<file path="src/rtl/instr_fetch_unit.sv">
// PC / IR / MDR stage feeding ControlUnit in the multicycle RISCBlade core.
// Owns the instruction/data address mux and the combinational decode slices of IR.
module instr_fetch_unit #(
  parameter int               WIDTH     = 16,
  parameter logic [WIDTH-1:0] RESET_VEC = '0
) (
  input  logic             CLK,
  input  logic             reset,
  input  logic             PCReset,
  input  logic             IR_EN,
  input  logic             IorD,
  input  logic             MemWrite,
  input  logic             BranchOut,
  input  logic [WIDTH-1:0] alu_result,
  input  logic [WIDTH-1:0] mem_rdata,
  output logic [WIDTH-1:0] mem_addr,
  output logic [3:0]       op,
  output logic [3:0]       rd,
  output logic [3:0]       rs,
  output logic [WIDTH-1:0] imm8,
  output logic [WIDTH-1:0] imm12,
  output logic [WIDTH-1:0] pc,
  output logic [WIDTH-1:0] inst_pc,
  output logic [WIDTH-1:0] mdr
);

  logic [WIDTH-1:0] pc_reg;
  logic [WIDTH-1:0] pc_next;
  logic [WIDTH-1:0] ir_reg;
  logic [WIDTH-1:0] inst_pc_reg;
  logic [WIDTH-1:0] mdr_reg;

  // Branch redirect outranks the fetch increment when both strobes coincide.
  always_comb begin
    pc_next = pc_reg;
    if (PCReset)
      pc_next = RESET_VEC;
    else if (BranchOut)
      pc_next = alu_result;
    else if (IR_EN)
      pc_next = pc_reg + 1'b1;
  end

  always_ff @(posedge CLK) begin
    if (reset) begin
      pc_reg      <= RESET_VEC;
      ir_reg      <= '0;
      inst_pc_reg <= '0;
      mdr_reg     <= '0;
    end else begin
      pc_reg <= pc_next;
      if (IR_EN) begin
        ir_reg      <= mem_rdata;
        inst_pc_reg <= pc_reg;
      end
      if (IorD && !MemWrite)
        mdr_reg <= mem_rdata;
    end
  end

  assign mem_addr = IorD ? alu_result : pc_reg;
  assign op       = ir_reg[15:12];
  assign rd       = ir_reg[11:8];
  assign rs       = ir_reg[7:4];
  assign pc       = pc_reg;
  assign inst_pc  = inst_pc_reg;
  assign mdr      = mdr_reg;

  assign imm8[7:0]   = ir_reg[7:0];
  assign imm12[11:0] = ir_reg[11:0];

  genvar gi;
  generate
    for (gi = 8; gi < WIDTH; gi++) begin : g_imm8_sext
      assign imm8[gi] = ir_reg[7];
    end
    for (gi = 12; gi < WIDTH; gi++) begin : g_imm12_sext
      assign imm12[gi] = ir_reg[11];
    end
  endgenerate

endmodule

</file>
<file path="config.mk">
export PLATFORM = sky130hd
export DESIGN_NAME = instr_fetch_unit
export DESIGN_NICKNAME = d
export VERILOG_FILES = /design/src/rtl/instr_fetch_unit.sv
export SDC_FILE = /design/constraint.sdc
export NUM_CORES = 1
export LEC_CHECK = 0
export ABC_AREA = 1
export BUFFER_PORTS_ARGS = -buffer_cell sky130_fd_sc_hd__buf_2
export CORE_ASPECT_RATIO = 0.9
export CORE_MARGIN = 2
export CORE_UTILIZATION = 35
export DETAILED_ROUTE_END_ITERATION = 10
export PLACE_DENSITY = 0.66
export SLEW_MARGIN = 25
export SYNTH_ARGS = -nofsm -noshare
export SYNTH_HDL_FRONTEND = slang
export SYNTH_SLANG_ARGS = --single-unit
export TNS_END_PERCENT = 1
</file>
<file path="constraint.sdc">
create_clock -name CLK -period 1.4 [get_ports CLK]
set_input_delay 0 -clock CLK [delete_from_list [all_inputs] [get_ports CLK]]
set_output_delay 0 -clock CLK [all_outputs]
set_load 0.01 [all_outputs]
</file>
* Word level (Yosys, flattened, before mapping)
Index checks and enable logic that the tools add are counted.
** Storage, ports and cells
- Word-level logic and storage cells :: 12
- Input bits :: 39
- Register bits after elaboration :: 64
- Output and inout port bits :: 108
** Operators by class
- Add/sub/neg operators :: 1
- Reductions and logical operators :: 4
- Mux-type cells :: 3
** Operators with widths (count)
- $mux W16 :: 3
- $add A16 B1 Y16 const B :: 1
- $reduce_bool A2 Y1 :: 1
- $reduce_or A2 Y1 :: 1
- $logic_and A1 B1 Y1 :: 1
- $logic_not A1 Y1 :: 1

* Longest topological paths before layout
- Depth in word-level cells :: 3
- Gate-level depth with buffers :: 9
- Depth with buffers taken out :: 9

* Worst setup path after synthesis
OpenSTA, ideal clock, no wires.
- Kind :: flip-flop to flip-flop
- Start :: reg pc_reg[0] (netlist: pc[0])
- End :: reg pc_reg[8] (netlist: pc[8])
- Buffers on the path :: 0
- Arrival time :: 1.276 ns
- Library setup time :: 0.127 ns
- Period minus slack after synthesis :: 1.403 ns
- Slack :: -0.003 ns
- Stages on the path, launching flop included :: 8
- Required time :: 1.273 ns
- Path through :: dfxtp_1 > ha_1 > nand2_1 > nor2_2 > nand2_2 > nor2_1 > xor2_1 > a21oi_1
** Between the ends
- Word-level cells in the longest chain between the ends :: 3
** Ends and longest elaborated chain
- from (decl) :: RTL line 27 : logic [WIDTH-1:0] pc_reg;
- from (signal assigned) :: RTL line 51 : pc_reg <= pc_next;
- $add A16 B1 Y16 :: RTL line 41 : pc_next = pc_reg + 1'b1;
- $mux W16 :: RTL line 40 : else if (IR_EN)
- $mux W16 :: RTL line 38 : else if (BranchOut)
Every way passes these cells. The select of a mux whose other input is x is not followed.
A chain may end at the register's enable or synchronous reset.

* Worst setup path in the final report
- Start :: reg pc_reg[1] (netlist: pc[1])
- End :: reg pc_reg[8] (netlist: pc[8])
The elaborated chain is that of the path after synthesis.

==> out/metrics.csv <==
metric;value;unit
outcome;complete, no violations;
placed instance area;3720;um^2
register area;1280;um^2
CTS sink cnt;64;
Bufs on Longest Clock Path;2;
syn_nets;459;
Tot Pwr;4.37;mW
CP top delay family;simple AND/OR/NAND/NOR gates;
Buf/Inv on CP;0;
hold path start;alu_result[13];
net switching power;1.16;mW
initial antenna violation count;1;
R2R cell count;7;
layout cells sized above 1;34.4;%
register bit total from synthesis;64;
critical path fanouts, max;4;
Switching Fraction;26.6;%
DR iter-0 viols;105;
Seq pwr share;44.9;%
Root Buffer;clkbuf_8;
Clock Latency Late Sink;0.34;ns
routed vias;3273;
Layout Nets;613;
Synth cell types;28;
Congestion Overflow GR;0;
Gate power share;16.0;%
skew final;0.00825;ns
Max IR drop VDD;0.000865;V
largest net degree at the start of global routing;49;
Seq/Total Area, Yosys;42.4;%
power per cell area;1030;nW/um^2
Core ar.;8490;um^2
Worst-path clk slew;0.07;ns
Synth Cell Area;3020;um^2
Leakage;2.03;nW
final cell count without fillers;699;
commonest non-fill, non-tap cell in the layout;buf_2;
Setup Viol. Count Final;0;
Max Clock Freq;0.772;GHz
H-tree depth;3;
vias in the first global route;3022;
critical path depth in cells;7;
Syn Inst Count;419;
Area Growth Syn to Fin;40.4;%
Critical R2R Capture;pc[8];
Data arrival, critical path;1.52;ns
Worst Hold Depth;3;
CP Capture Type;register;
Post-CTS Setup Bufs;0;
DRC violation count after routing;0;
Initial Util;35.6;%
overall routed net length;9.34;mm
Crit-path slowest cell;dfxtp_2;
Max-Cap Viols;0;
num ports;147;
fin crit share;92.5;%
commonest cells after routing, fill and taps aside;buf_2, nand2_1, dfxtp_1, a21oi_1, dlygate4sd3_1;
critical path, cell by cell;ha_2 > nand2_1 > nor2_4 > nand2_2 > nor2_2 > xor2_1 > a21oi_1;
row count;32;
Largest stage delay, worst path;0.34;ns
CTS tree;built;
I/O Buffers;146;
Int Pwr;3.20;mW
minimum clock period after layout;1.29;ns
final core occ;50.0;%
syn_area_per_cell;7.21;um^2
startpoint of the worst register-to-register path;pc[1];
Num CTS Buffers;9;
Post-DRT Antenna Nets;0;
type of the most critical hold path;in2reg;
RSZ-0062 raised after global routing;no;
# fillers;880;
Crit path required time;1.63;ns
area of the multi-input gates;1340;um^2
startpoint types;register;
YS warnings;0;
setup_tns;0;ns
Tot GR Track Use;19.9;%
worst-margin pin slew;0.505;ns
hold endpoint;pc[13];
flop2flop setup slack;0.11;ns
RePlAce Congestion;0.851;
Clk network pwr share;39.1;%
die height;92.1;um
Final Hold Vio Count;0;
final design instance area without fill;4240;um^2
fin. max-slew vios;0;
DP HPWL;6.61;mm
Crit Path Class;reg2reg;
wire length of the first global-routing pass;14.5;mm
Inst Count DP;652;
Die X;102;um
Rel. slew slack;66.4;%
routed len/inst;13.4;um
first-pass iteration count of the detailed router;4;
die area;9390;um^2
vias per cell;4.68;
-- cells in the mapped netlist --
library cell  instances  area share (%)
a211oi_1             11             2.7
a21oi_1              52             8.6
a22oi_1               9             2.2
a31oi_1               2            0.41
buf_1                 3            0.37
buf_2                 7             1.2
buf_4                31             7.7
clkbuf_1              8            0.99
clkinv_1              1            0.12
dfxtp_1              64              42
ha_1                  1            0.41
inv_1                20             2.5
inv_2                 5            0.62
inv_4                 1            0.21
nand2_1             124              15
nand2_2               3            0.62
nand3_1              14             2.3
nand3_2               1            0.33
nand4_1               2            0.41
nor2_1               23             2.9
nor2_2                4            0.83
nor2_4                2            0.75
nor3_1                1            0.17
o211ai_1              1            0.25
o21ai_0              19             3.1
o21ai_1               4            0.66
o221ai_1              1            0.29
xor2_1                5             1.4
-- layer usage --
layer / global-route usage, % / routed length (um)
met1: 24.0 / 4050
met2: 32.7 / 4440
met3: 6.63 / 662
met4: 7.56 / 169
met5: 0 / 13
-- worst reg2reg max path, delay by kind of cell (launching register included) --
| kind | cells | cell delay, ns |
|---|---|---|
| AOI/OAI and AO/OA | 1 | 0.08 |
| xor gates and xnor gates | 1 | 0.17 |
| adders and majority gates | 1 | 0.20 |
| DFF | 1 | 0.34 |
| and+or+nand+nor | 4 | 0.40 |
-- stage by stage --
step	setup slack (ns)	hold WS [ns]
detailed placement	0.0537	0.260
floorplan	0.0126	0.115
global route	0.0118	0.00571
global placement	0.116	0.262
CTS	0.0353	0.00256
finish	0.105	0.00312
-- final cells by class --
type                       instances  share of cell area [%]
timing repair buffer             192                    27.1
inverter                          27                    2.45
antenna                            2                   0.118
clock buffer                      10                    3.01
multi-input combinational        279                    31.6
sequential                        64                    30.3
clock inverter                     6                    1.98
tap                              119                    3.51
-- power by group through the flow --
stage / Clock [mW] / Sequential, mW / Combinational (mW)
floorplan: 0 / 2.05 / 0.338
global placement: 0 / 2.00 / 0.626
detailed placement: 0 / 2.00 / 0.631
CTS: 1.75 / 1.96 / 0.695
global route: 1.83 / 1.97 / 0.769
finish: 1.71 / 1.96 / 0.699
-- worst max path at each step --
| stage | start | to |
|---|---|---|
| final | pc[1] | pc[8] |
| after global routing | pc[0] | pc[12] |
| after CTS | pc[1] | pc[8] |
| after detailed placement | pc[1] | pc[8] |
| after global placement | pc[1] | pc[8] |
| after floorplan | pc[1] | pc[8] |
-- cell families (layout without fill, tap and decap cells) --
family          Yosys count  after routing  synth area share (%)
compound gates           99             99                  18.4
xor+xnor                  5              5                  1.45
fa+ha+maj                 1              1                 0.414
buf+inv                  76            235                  13.7
flops                    64             64                  42.4
other cells               0              2                     0
simple gates            174            174                  23.7
-- what timing repair did --
action | 4_1_cts | 5_1_grt
setup endpoints to repair | 0 | 3
endpoints found under the hold margin | 45 | 0
hold buffers | 29 | 0
resized for setup | 0 | 5
(Power assumes the default switching activity.)
